<file path="config.mk">
export PLATFORM = sky130hd
export DESIGN_NAME = ibex_rvfi_trace_buf_flat
export DESIGN_NICKNAME = d
export VERILOG_FILES = /design/src/rtl/ibex_rvfi_trace_buf_if.sv /design/src/rtl/ibex_rvfi_trace_buf.sv /design/src/flat_wrapper.sv
export SDC_FILE = /design/constraint.sdc
export NUM_CORES = 2
export LEC_CHECK = 0
export CAP_MARGIN = 15
export CORE_ASPECT_RATIO = 2
export CORE_MARGIN = 2
export CORE_UTILIZATION = 45
export CTS_BUF_LIST = sky130_fd_sc_hd__clkbuf_16
export CTS_CLUSTER_DIAMETER = 150
export DETAILED_ROUTE_END_ITERATION = 7
export GPL_TIMING_DRIVEN = 1
export SLEW_MARGIN = 25
export SYNTH_ARGS = -nofsm -noshare
export SYNTH_HDL_FRONTEND = slang
export SYNTH_SLANG_ARGS = --single-unit
export TNS_END_PERCENT = 1
</file>
<file path="constraint.sdc">
create_clock -name clk_i -period 11.15 [get_ports clk_i]
set_clock_uncertainty 0.15 [all_clocks]
set_input_delay 1.115 -clock clk_i [delete_from_list [all_inputs] [get_ports clk_i]]
set_output_delay 1.115 -clock clk_i [all_outputs]
set_load 0.05 [all_outputs]
</file>
<file path="src/rtl/ibex_rvfi_trace_buf_if.sv">
// ----------------------------------------------------------------------------
// ibex_rvfi_trace_buf_if
//   Groups the two bus-like port sets of the trace buffer:
//     - the RVFI retirement bundle coming out of ibex_top
//     - the valid/ready readout channel that debug logic drains
//   Modports:
//     master : drives the retirement bundle and rd_ready_i, consumes readout
//              (the core side plus the debug consumer, e.g. a testbench)
//     slave  : the trace buffer itself
// ----------------------------------------------------------------------------
interface ibex_rvfi_trace_buf_if;
    // Retirement bundle
    logic         rvfi_valid;
    logic [31:0]  rvfi_insn;
    logic         rvfi_trap;
    logic         rvfi_intr;
    logic [31:0]  rvfi_pc_rdata;
    logic [4:0]   rvfi_rd_addr;
    logic [31:0]  rvfi_rd_wdata;
    logic [31:0]  rvfi_mem_addr;
    logic [3:0]   rvfi_mem_rmask;
    logic [3:0]   rvfi_mem_wmask;

    // Readout channel
    logic         rd_valid_o;
    logic         rd_ready_i;
    logic [136:0] rd_data_o;

    modport master (
        output rvfi_valid, rvfi_insn, rvfi_trap, rvfi_intr, rvfi_pc_rdata,
               rvfi_rd_addr, rvfi_rd_wdata, rvfi_mem_addr, rvfi_mem_rmask,
               rvfi_mem_wmask, rd_ready_i,
        input  rd_valid_o, rd_data_o
    );

    modport slave (
        input  rvfi_valid, rvfi_insn, rvfi_trap, rvfi_intr, rvfi_pc_rdata,
               rvfi_rd_addr, rvfi_rd_wdata, rvfi_mem_addr, rvfi_mem_rmask,
               rvfi_mem_wmask, rd_ready_i,
        output rd_valid_o, rd_data_o
    );
endinterface

</file>
<file path="src/rtl/ibex_rvfi_trace_buf.sv">
// ----------------------------------------------------------------------------
// ibex_rvfi_trace_buf
//   Synthesizable RVFI retirement recorder. Captures filtered retirement
//   records into a circular buffer; after a trigger (trap or PC match) it
//   keeps PostTrigCnt further records and freezes, then debug logic drains
//   the buffer oldest-first over valid/ready.
//
// Parameters
//   Depth        buffer entries (power of 2, >= 2)
//   PostTrigCnt  records stored after the trigger record (0..Depth-1)
//   TrapTrigEn   rvfi_trap acts as a trigger source when set
//
// Ports
//   clk_i, rst_ni  clock, asynchronous active-low reset
//   rvfi           retirement bundle in, readout channel out (slave modport)
//   arm_i          start capture (pulse, honoured in IDLE/FROZEN)
//   clear_i        abort and empty buffer (pulse, highest priority)
//   mode_i         filter: 00 all, 01 mem ops, 10 trap|intr, 11 rd_addr!=0
//   trig_pc_en_i   enable PC-match trigger on trig_pc_i
//   state_o        00 IDLE, 01 ARMED, 10 POST, 11 FROZEN
//   count_o        number of stored records
//   overflow_o     sticky: an unread record was overwritten
//   triggered_o    sticky: trigger seen since arm
// ----------------------------------------------------------------------------
module ibex_rvfi_trace_buf #(
    parameter int unsigned Depth       = 16,
    parameter int unsigned PostTrigCnt = 8,
    parameter bit          TrapTrigEn  = 1'b1
) (
    input  logic                    clk_i,
    input  logic                    rst_ni,
    ibex_rvfi_trace_buf_if.slave    rvfi,
    input  logic                    arm_i,
    input  logic                    clear_i,
    input  logic [1:0]              mode_i,
    input  logic                    trig_pc_en_i,
    input  logic [31:0]             trig_pc_i,
    output logic [1:0]              state_o,
    output logic [$clog2(Depth):0]  count_o,
    output logic                    overflow_o,
    output logic                    triggered_o
);

    localparam int unsigned AW = $clog2(Depth);
    localparam int unsigned CW = AW + 1;
    localparam int unsigned RW = 137;

    typedef enum logic [1:0] {
        ST_IDLE   = 2'b00,
        ST_ARMED  = 2'b01,
        ST_POST   = 2'b10,
        ST_FROZEN = 2'b11
    } state_e;

    state_e          state_q, state_d;
    logic [CW-1:0]   post_cnt_q, post_cnt_d;
    logic [AW-1:0]   wr_ptr_q, rd_ptr_q;
    logic [CW-1:0]   count_q;
    logic            overflow_q, triggered_q;

    logic [RW-1:0]   mem [Depth];
    logic [RW-1:0]   wr_rec;

    logic            filt, qual, trig, capturing, store, restart;
    logic            rd_valid, pop, full;

    // ------------------------------------------------------------------------
    // Record qualification
    // ------------------------------------------------------------------------
    // NOTE: every signal written in an always_comb gets a default (here via a
    // full case with default) so no latch is inferred.
    always_comb begin
        filt = 1'b0;
        unique case (mode_i)
            2'b00:   filt = 1'b1;
            2'b01:   filt = (|rvfi.rvfi_mem_rmask) | (|rvfi.rvfi_mem_wmask);
            2'b10:   filt = rvfi.rvfi_trap | rvfi.rvfi_intr;
            default: filt = (rvfi.rvfi_rd_addr != 5'd0);
        endcase
    end

    assign qual = rvfi.rvfi_valid & filt;
    assign trig = rvfi.rvfi_valid &
                  ((TrapTrigEn & rvfi.rvfi_trap) |
                   (trig_pc_en_i & (rvfi.rvfi_pc_rdata == trig_pc_i)));

    assign capturing = (state_q == ST_ARMED) | (state_q == ST_POST);
    // A trigger record is kept even when the filter rejects it.
    assign store     = capturing & (qual | trig) & ~clear_i;
    // arm_i only restarts from a resting state; clear_i overrides it.
    assign restart   = arm_i & ~clear_i &
                       ((state_q == ST_IDLE) | (state_q == ST_FROZEN));

    assign full      = (count_q == CW'(Depth));
    assign rd_valid  = ((state_q == ST_FROZEN) | (state_q == ST_IDLE)) &
                       (count_q != '0);
    // Pops and stores are mutually exclusive by state.
    assign pop       = rd_valid & rvfi.rd_ready_i;

    assign wr_rec = {rvfi.rvfi_trap, rvfi.rvfi_intr, rvfi.rvfi_rd_addr,
                     |rvfi.rvfi_mem_wmask, |rvfi.rvfi_mem_rmask,
                     rvfi.rvfi_pc_rdata, rvfi.rvfi_insn,
                     rvfi.rvfi_rd_wdata, rvfi.rvfi_mem_addr};

    // ------------------------------------------------------------------------
    // Capture FSM: next state
    // ------------------------------------------------------------------------
    always_comb begin
        state_d    = state_q;
        post_cnt_d = post_cnt_q;
        if (clear_i) begin
            state_d = ST_IDLE;
        end else begin
            unique case (state_q)
                ST_IDLE, ST_FROZEN: begin
                    if (arm_i) state_d = ST_ARMED;
                end
                ST_ARMED: begin
                    if (trig) begin
                        post_cnt_d = '0;
                        state_d    = (PostTrigCnt == 0) ? ST_FROZEN : ST_POST;
                    end
                end
                ST_POST: begin
                    // Later triggers are ordinary records here; they only
                    // advance the post count like any other store.
                    if (store) begin
                        post_cnt_d = post_cnt_q + CW'(1);
                        if (post_cnt_q + CW'(1) == CW'(PostTrigCnt)) begin
                            state_d = ST_FROZEN;
                        end
                    end
                end
                default: state_d = ST_IDLE;
            endcase
        end
    end

    // NOTE: sequential state uses non-blocking assignments so every register
    // samples pre-edge values regardless of statement order.
    always_ff @(posedge clk_i or negedge rst_ni) begin
        if (!rst_ni) begin
            state_q    <= ST_IDLE;
            post_cnt_q <= '0;
        end else begin
            state_q    <= state_d;
            post_cnt_q <= post_cnt_d;
        end
    end

    // ------------------------------------------------------------------------
    // Pointers, occupancy and sticky flags
    // ------------------------------------------------------------------------
    always_ff @(posedge clk_i or negedge rst_ni) begin
        if (!rst_ni) begin
            wr_ptr_q    <= '0;
            rd_ptr_q    <= '0;
            count_q     <= '0;
            overflow_q  <= 1'b0;
            triggered_q <= 1'b0;
        end else if (clear_i || restart) begin
            wr_ptr_q    <= '0;
            rd_ptr_q    <= '0;
            count_q     <= '0;
            overflow_q  <= 1'b0;
            triggered_q <= 1'b0;
        end else begin
            if (store) begin
                wr_ptr_q <= wr_ptr_q + AW'(1);
                if (full) begin
                    // Ring is full: drop the oldest record to make room.
                    rd_ptr_q   <= rd_ptr_q + AW'(1);
                    overflow_q <= 1'b1;
                end else begin
                    count_q <= count_q + CW'(1);
                end
            end else if (pop) begin
                rd_ptr_q <= rd_ptr_q + AW'(1);
                count_q  <= count_q - CW'(1);
            end
            if (state_q == ST_ARMED && trig) begin
                triggered_q <= 1'b1;
            end
        end
    end

    // NOTE: the storage array has no reset; occupancy is tracked by count_q
    // and readout is masked while empty, so stale contents are never seen.
    always_ff @(posedge clk_i) begin
        if (store) begin
            mem[wr_ptr_q] <= wr_rec;
        end
    end

    // ------------------------------------------------------------------------
    // Outputs
    // ------------------------------------------------------------------------
    // The oldest entry only changes on a pop, so rd_data_o is stable while
    // the consumer stalls; it reads as zero whenever nothing is offered.
    assign rvfi.rd_valid_o = rd_valid;
    assign rvfi.rd_data_o  = rd_valid ? mem[rd_ptr_q] : '0;

    assign state_o     = state_q;
    assign count_o     = count_q;
    assign overflow_o  = overflow_q;
    assign triggered_o = triggered_q;

endmodule
</file>
<file path="src/flat_wrapper.sv">
// flat-port wrapper written by rule: the top's interface ports become plain ports
module ibex_rvfi_trace_buf_flat 
#(
    parameter int unsigned Depth       = 16,
    parameter int unsigned PostTrigCnt = 8,
    parameter bit          TrapTrigEn  = 1'b1
)
  (clk_i, rst_ni, arm_i, clear_i, mode_i, trig_pc_en_i, trig_pc_i, state_o, count_o, overflow_o, triggered_o, rvfi_rvfi_valid, rvfi_rvfi_insn, rvfi_rvfi_trap, rvfi_rvfi_intr, rvfi_rvfi_pc_rdata, rvfi_rvfi_rd_addr, rvfi_rvfi_rd_wdata, rvfi_rvfi_mem_addr, rvfi_rvfi_mem_rmask, rvfi_rvfi_mem_wmask, rvfi_rd_ready_i, rvfi_rd_valid_o, rvfi_rd_data_o);
  ibex_rvfi_trace_buf_if rvfi_i ();
  input  logic clk_i;
  input  logic rst_ni;
  input  logic arm_i;
  input  logic clear_i;
  input  logic [1:0] mode_i;
  input  logic trig_pc_en_i;
  input  logic [31:0] trig_pc_i;
  output logic [1:0] state_o;
  output logic [$clog2(Depth):0] count_o;
  output logic overflow_o;
  output logic triggered_o;
  input wire logic [$bits(rvfi_i.rvfi_valid)-1:0] rvfi_rvfi_valid;
  input wire logic [$bits(rvfi_i.rvfi_insn)-1:0] rvfi_rvfi_insn;
  input wire logic [$bits(rvfi_i.rvfi_trap)-1:0] rvfi_rvfi_trap;
  input wire logic [$bits(rvfi_i.rvfi_intr)-1:0] rvfi_rvfi_intr;
  input wire logic [$bits(rvfi_i.rvfi_pc_rdata)-1:0] rvfi_rvfi_pc_rdata;
  input wire logic [$bits(rvfi_i.rvfi_rd_addr)-1:0] rvfi_rvfi_rd_addr;
  input wire logic [$bits(rvfi_i.rvfi_rd_wdata)-1:0] rvfi_rvfi_rd_wdata;
  input wire logic [$bits(rvfi_i.rvfi_mem_addr)-1:0] rvfi_rvfi_mem_addr;
  input wire logic [$bits(rvfi_i.rvfi_mem_rmask)-1:0] rvfi_rvfi_mem_rmask;
  input wire logic [$bits(rvfi_i.rvfi_mem_wmask)-1:0] rvfi_rvfi_mem_wmask;
  input wire logic [$bits(rvfi_i.rd_ready_i)-1:0] rvfi_rd_ready_i;
  output wire logic [$bits(rvfi_i.rd_valid_o)-1:0] rvfi_rd_valid_o;
  output wire logic [$bits(rvfi_i.rd_data_o)-1:0] rvfi_rd_data_o;
  assign rvfi_i.rvfi_valid = rvfi_rvfi_valid;
  assign rvfi_i.rvfi_insn = rvfi_rvfi_insn;
  assign rvfi_i.rvfi_trap = rvfi_rvfi_trap;
  assign rvfi_i.rvfi_intr = rvfi_rvfi_intr;
  assign rvfi_i.rvfi_pc_rdata = rvfi_rvfi_pc_rdata;
  assign rvfi_i.rvfi_rd_addr = rvfi_rvfi_rd_addr;
  assign rvfi_i.rvfi_rd_wdata = rvfi_rvfi_rd_wdata;
  assign rvfi_i.rvfi_mem_addr = rvfi_rvfi_mem_addr;
  assign rvfi_i.rvfi_mem_rmask = rvfi_rvfi_mem_rmask;
  assign rvfi_i.rvfi_mem_wmask = rvfi_rvfi_mem_wmask;
  assign rvfi_i.rd_ready_i = rvfi_rd_ready_i;
  assign rvfi_rd_valid_o = rvfi_i.rd_valid_o;
  assign rvfi_rd_data_o = rvfi_i.rd_data_o;
  ibex_rvfi_trace_buf #(.Depth(Depth), .PostTrigCnt(PostTrigCnt), .TrapTrigEn(TrapTrigEn)) u_core (.clk_i(clk_i), .rst_ni(rst_ni), .rvfi(rvfi_i), .arm_i(arm_i), .clear_i(clear_i), .mode_i(mode_i), .trig_pc_en_i(trig_pc_en_i), .trig_pc_i(trig_pc_i), .state_o(state_o), .count_o(count_o), .overflow_o(overflow_o), .triggered_o(triggered_o));
endmodule
</file>
-- After elaboration in Yosys (flattened, before gate mapping)
Memories as Yosys holds them, arrays and structs flattened.
Cells that the tools add are included.
Widths: inputs -> output; s select.
- multiplexer cells: 28
- equality and inequality tests: 16
- reduce and logical (&&, ||, !) cells: 19
- bitwise operators: 16
- add/sub/neg operators: 5
- operators with widths (kind ; number):
    $mux 137 ; 1
    $eq 32x32->1 ; 1
    $mux 5 ; 6
    $mux 4 ; 6
    $ne 3x3->1 const B ; 4
    $add 5x1->5 const B ; 2
    $mux 2 ; 5
    $pmux 5 s2 ; 1
    $reduce_bool 5->1 ; 2
    $and 1x1->1 ; 9
    $add 4x1->4 const B ; 2
    $reduce_and 4->1 ; 2
    $reduce_bool 2->1 ; 4
    $reduce_or 4->1 ; 2
    $mux 1 ; 7
    $eq 2x2->1 const B ; 3
    $ne 3x2->1 const B ; 2
    $or 1x1->1 ; 6
    $pmux 2 s3 ; 1
    $reduce_and 2->1 ; 3
    $eq 5x4->1 const B ; 1
    $eq 5x5->1 const B ; 1
    $sub 5x1->5 const B ; 1
    $eq 2x1->1 const B ; 2
    8 further kinds ; 10
- memories: 1
- register bits after elaboration: 22
- output and inout bits: 147
- word-level logic and storage cells: 92
- input port bits: 184
- bits in writable memories: 2192
- memories (memory ; words ; bits a word ; rd ports ; clocked after memory_dff ; write ports ; RTL line ; source):
    u_core.mem ; 16 ; 137 ; 1 ; 0 ; 1 ; ibex_rvfi_trace_buf.sv:61 ; logic [RW-1:0] mem [Depth];

-- Longest topological paths before layout
- word-level depth: 10
- gate-level depth with buffers: 14
- gate-level depth less buffers: 12

-- Worst setup path before layout
OpenSTA, ideal clock, no wires.
- path kind: in2reg
- from: in trig_pc_i[23]
- to: mem u_core.mem[13][0] (enable)
- stages on the path: 8
- arrival: 8279 ps
- library setup time: 635 ps
- slack: 2086 ps
- cells stage by stage: xor2_1 nor4_1 nand4_1 or3_4 a21oi_4 inv_4 buf_6 nor2_1
- longest elaborated chain between the ends: 9
- ends and longest elaborated chain (item ; RTL line ; source):
    from (decl) ; flat_wrapper.sv:16 ; input logic [31:0] trig_pc_i;
    $eq 32x32->1 ; ibex_rvfi_trace_buf.sv:85 ; (trig_pc_en_i & (rvfi.rvfi_pc_rdata == trig_pc_i)));
    $and 1x1->1 ; ibex_rvfi_trace_buf.sv:85 ;
    $or 1x1->1 ; ibex_rvfi_trace_buf.sv:84 ; ((TrapTrigEn & rvfi.rvfi_trap) |
    $and 1x1->1 ; ibex_rvfi_trace_buf.sv:83 ; assign trig = rvfi.rvfi_valid &
    $or 1x1->1 ; ibex_rvfi_trace_buf.sv:89 ; assign store = capturing & (qual | trig) & ~clear_i;
    $and 1x1->1 (2 in series) ; ibex_rvfi_trace_buf.sv:89 ;
    $mux 1 ; ibex_rvfi_trace_buf.sv:190 ; if (store) begin
    $mux 1 (not written as such) ; ibex_rvfi_trace_buf.sv:191 ; mem[wr_ptr_q] <= wr_rec;
    to (decl) ; ibex_rvfi_trace_buf.sv:61 ;
No other way between the ends.

-- Worst setup path after layout
- from: reg u_core.rd_ptr_q[0]
- to: out rvfi_rd_data_o[13]
- longest elaborated chain between the ends: 2
- ends and longest elaborated chain (item ; RTL line ; source):
    from (decl) ; ibex_rvfi_trace_buf.sv:57 ; logic [AW-1:0] wr_ptr_q, rd_ptr_q;
    from (signal assigned) ; ibex_rvfi_trace_buf.sv:172 ; rd_ptr_q <= rd_ptr_q + AW'(1);
    from (signal assigned) ; ibex_rvfi_trace_buf.sv:178 ; rd_ptr_q <= rd_ptr_q + AW'(1);
    $mem_v2 16x137 ; n/a ;
    $mux 137 ; ibex_rvfi_trace_buf.sv:201 ; assign rvfi.rd_data_o = rd_valid ? mem[rd_ptr_q] : '0;
    to (decl) ; flat_wrapper.sv:33 ; output wire logic [$bits(rvfi_i.rd_data_o)-1:0] rvfi_rd_data_o;
No other way between the ends.

==> results_dict.tcl <==
set metrics [dict create \
    die-area_um2 192000 \
    synth_area_um2 84800 \
    syn-num-nets 3612 \
    tightest_slew_ns 1.07 \
    seq_area_frac_synth_pct 78.3 \
    ys.flop_type "edfxtp_1" \
    cts_tree "done" \
    drt-wirelength-per-cell_um 31.5 \
    place.gp.congestion 0.784 \
    grt_pass1_vias 40800 \
    cp-start-kind "register" \
    dp_slack_ns 3.96 \
    area_delta_synth_final_pct 14.6 \
    cp_data_arrival_time_ns 5.41 \
    clkSinkCount 2214 \
    synth.largest_area_cell "edfxtp_1" \
    synth-edff-count 2192 \
    cts_resized 0 \
    clk_pin_slew_ns 0.07 \
    yosys-top-cells-count "edfxtp_1, mux4_2, and2_1" \
    outcome "completed" \
    whs_ns 0.351 \
    hold_path.class "reg2reg" \
    period_needed_ns 6.68 \
    yosys.cell_count.top_type "edfxtp_1" \
    root_buffer "clkbuf_16" \
    ys_seq_elements 2214 \
    crit_required_ns 9.89 \
    grt_pass1_wl_um 296000 \
    pwr_density_cell_nw_per_um2 208 \
    syn_inst 3416 \
    irDropWorstVdd_v 0.000176 \
    slew_viol_final 0 \
    io_pins 331 \
    rsz0062_at_grt "false" \
    synth_cell_type_count 51 \
    period_share_pct 59.9 \
    hold_viol_final 0 \
    post_cts_buffers 0 \
    path_class "reg2out" \
    p_leak_nw 29.0 \
    clockBufferDepth 4 \
    clk-insertion-delay-late_ns 0.80 \
    dr.pass1.iters 5 \
    synth-async-reset-ratio_pct 0.994 \
    nets 4031 \
    fmax_mhz 150 \
    antenna_left 0 \
    row_count 225 \
    maxSlewHeadroom_pct 28.6 \
    drc 0 \
    yosysTopAreaCellShare_pct 77.6 \
    grt_overflow 0 \
    htreeDepth 4 \
    via_per_inst 5.83 \
    port_buffers 330 \
    cp_max_fo 75 \
    finalSetupTns_ns 0 \
    vias 37800 \
    grt_max_degree 124 \
    gr-usage-all-layers_pct 21.4 \
    fp.dieW_um 311 \
    maxCapViolCount 0 \
    antenna_found_initial 31 \
    core-area_um2 187000 \
    finalSetupViolations 0 \
    drt_iter0_markers 3208 \
    start_util_pct 45.2 \
    setup_ws_ns 4.47 \
    syn_avg_cell_area_um2 24.8 \
    holdBufCountCts 0 \
    die_h_um 618 \
    drive_gt1_share_pct 25.9 \
    synth_area_leaders "edfxtp_1, mux4_2, and2_1" \
    dpl.hpwl_um 113000 \
    ys_warn_count 0 \
    cts_buffers 193 \
    crit_path_end_kind "output port" \
    wl_um 204000 \
]
==> where the power goes <==
| part | internal (mW) | switching, mW | total, mW |
|---|---|---|---|
| Clock | 3.42 | 2.91 | 6.33 |
| Combinational | 1.83 | 2.72 | 4.55 |
| Sequential | 9.25 | 0.0707 | 9.32 |
| Total | 14.5 | 5.70 | 20.2 |
==> layout make-up <==
| class | count | area [um^2] |
|---|---|---|
| diodes | 8 | 20.0 |
| flip-flops and latches | 2214 | 66400 |
| well taps | 2497 | 3120 |
| repair buffers | 397 | 4090 |
| fillers | 14700 | 90300 |
| clock buffers | 197 | 4930 |
| clock inverters | 137 | 883 |
| multi-input cells | 1017 | 17700 |
| inverters | 12 | 47.5 |
==> kinds of logic after synthesis <==
group / Yosys count / synth area share (%)
compound gates: 46 / 0.390
xor+xnor: 34 / 0.351
fa+ha+maj: 12 / 0.186
buf+inv: 185 / 0.927
flops: 2214 / 78.3
mux: 691 / 18.3
simple gates: 234 / 1.62
==> path summary, 6_finish.rpt <==
| kind | cells after the start | from | slack, ns | to |
|---|---|---|---|---|
| max in group asynchronous | 2 | rst_ni | 10.02 | u_core.rd_ptr_q[1]$_DFFE_PN0P_ |
| min in group asynchronous | 2 | rst_ni | 0.53 | u_core.post_cnt_q[4]$_DFFE_PN0P_ |
| worst max register to register | 8 | u_core.state_o[1]$_DFFE_PN0P_ | 6.88 | u_core.mem[8][66]$_DFFE_PP_ |
| worst min-delay path | 2 | u_core.overflow_o$_DFFE_PN0P_ | 0.35 | u_core.overflow_o$_DFFE_PN0P_ |
| worst max-delay path | 6 | u_core.rd_ptr_q[0]$_DFFE_PN0P_ | 4.47 | rvfi_rd_data_o[13] |
| worst min register to register | 2 | u_core.overflow_o$_DFFE_PN0P_ | 0.35 | u_core.overflow_o$_DFFE_PN0P_ |
==> registers in the layout (all words and copies together), names as in the netlist <==
| signal | cells |
|---|---|
| u_core.post_cnt_q | 5 |
| u_core.count_o | 5 |
| u_core.wr_ptr_q | 4 |
| u_core.state_o | 2 |
| u_core.rd_ptr_q | 4 |
| u_core.overflow_o | 1 |
| u_core.mem | 2192 |
| u_core.triggered_o | 1 |
==> stage by stage <==
stage / util, % / instances / power (mW) / cell area, um^2
after floorplan: - / 3416 / 12.6 / 84800
after global placement: 48.7 / 6132 / 14.2 / 91300
after detailed placement: 48.7 / 6136 / 14.2 / 91400
after CTS: 51.8 / 6470 / 20.5 / 97200
after global routing: 51.9 / 6475 / 20.9 / 97200
final: 51.9 / 6479 / 20.2 / 97200
==> layer usage <==
layer / routed length (um) / GRT usage (%) / part of all wire, % / vias up
li1: - / - / - / 15500
met1: 78400 / 26.8 / 38 / 20900
met2: 112000 / 39.3 / 55 / 1031
met3: 9190 / 2.90 / 4.5 / 293
met4: 4770 / 5.17 / 2.3 / 12
met5: 75 / 0 / 0.037 / -
==> critical path, cell delays in order (launching register included) <==
cell,delay [ns]
dfrtp_4,0.97
buf_12,0.50
buf_4,0.72
mux4_2,0.62
mux4_2,0.63
and2_1,0.22
clkdlybuf4s50_1,0.70
==> layout by cell type, fill, tap and decap left out, types with 3 or more instances in the layout <==
cell,n
a21o_1,3
a21oi_1,9
and2_1,142
and2_4,4
and3_4,4
buf_12,19
buf_4,44
bufinv_16,10
clkbuf_16,197
clkdlybuf4s50_1,330
clkinv_1,43
clkinv_2,23
clkinvlp_4,12
dfrtp_1,18
dfrtp_4,4
diode_2,8
edfxtp_1,2192
ha_1,11
inv_1,54
inv_6,3
mux2i_1,6
mux4_2,685
nand2_1,25
nand2b_1,3
nand3_1,14
nor2_1,8
nor2_4,4
nor3_1,5
nor3_4,3
nor4_1,11
o21ai_0,8
o31ai_1,6
xnor2_1,3
xor2_1,31
No activity file was read; power rests on OpenSTA's default activity.
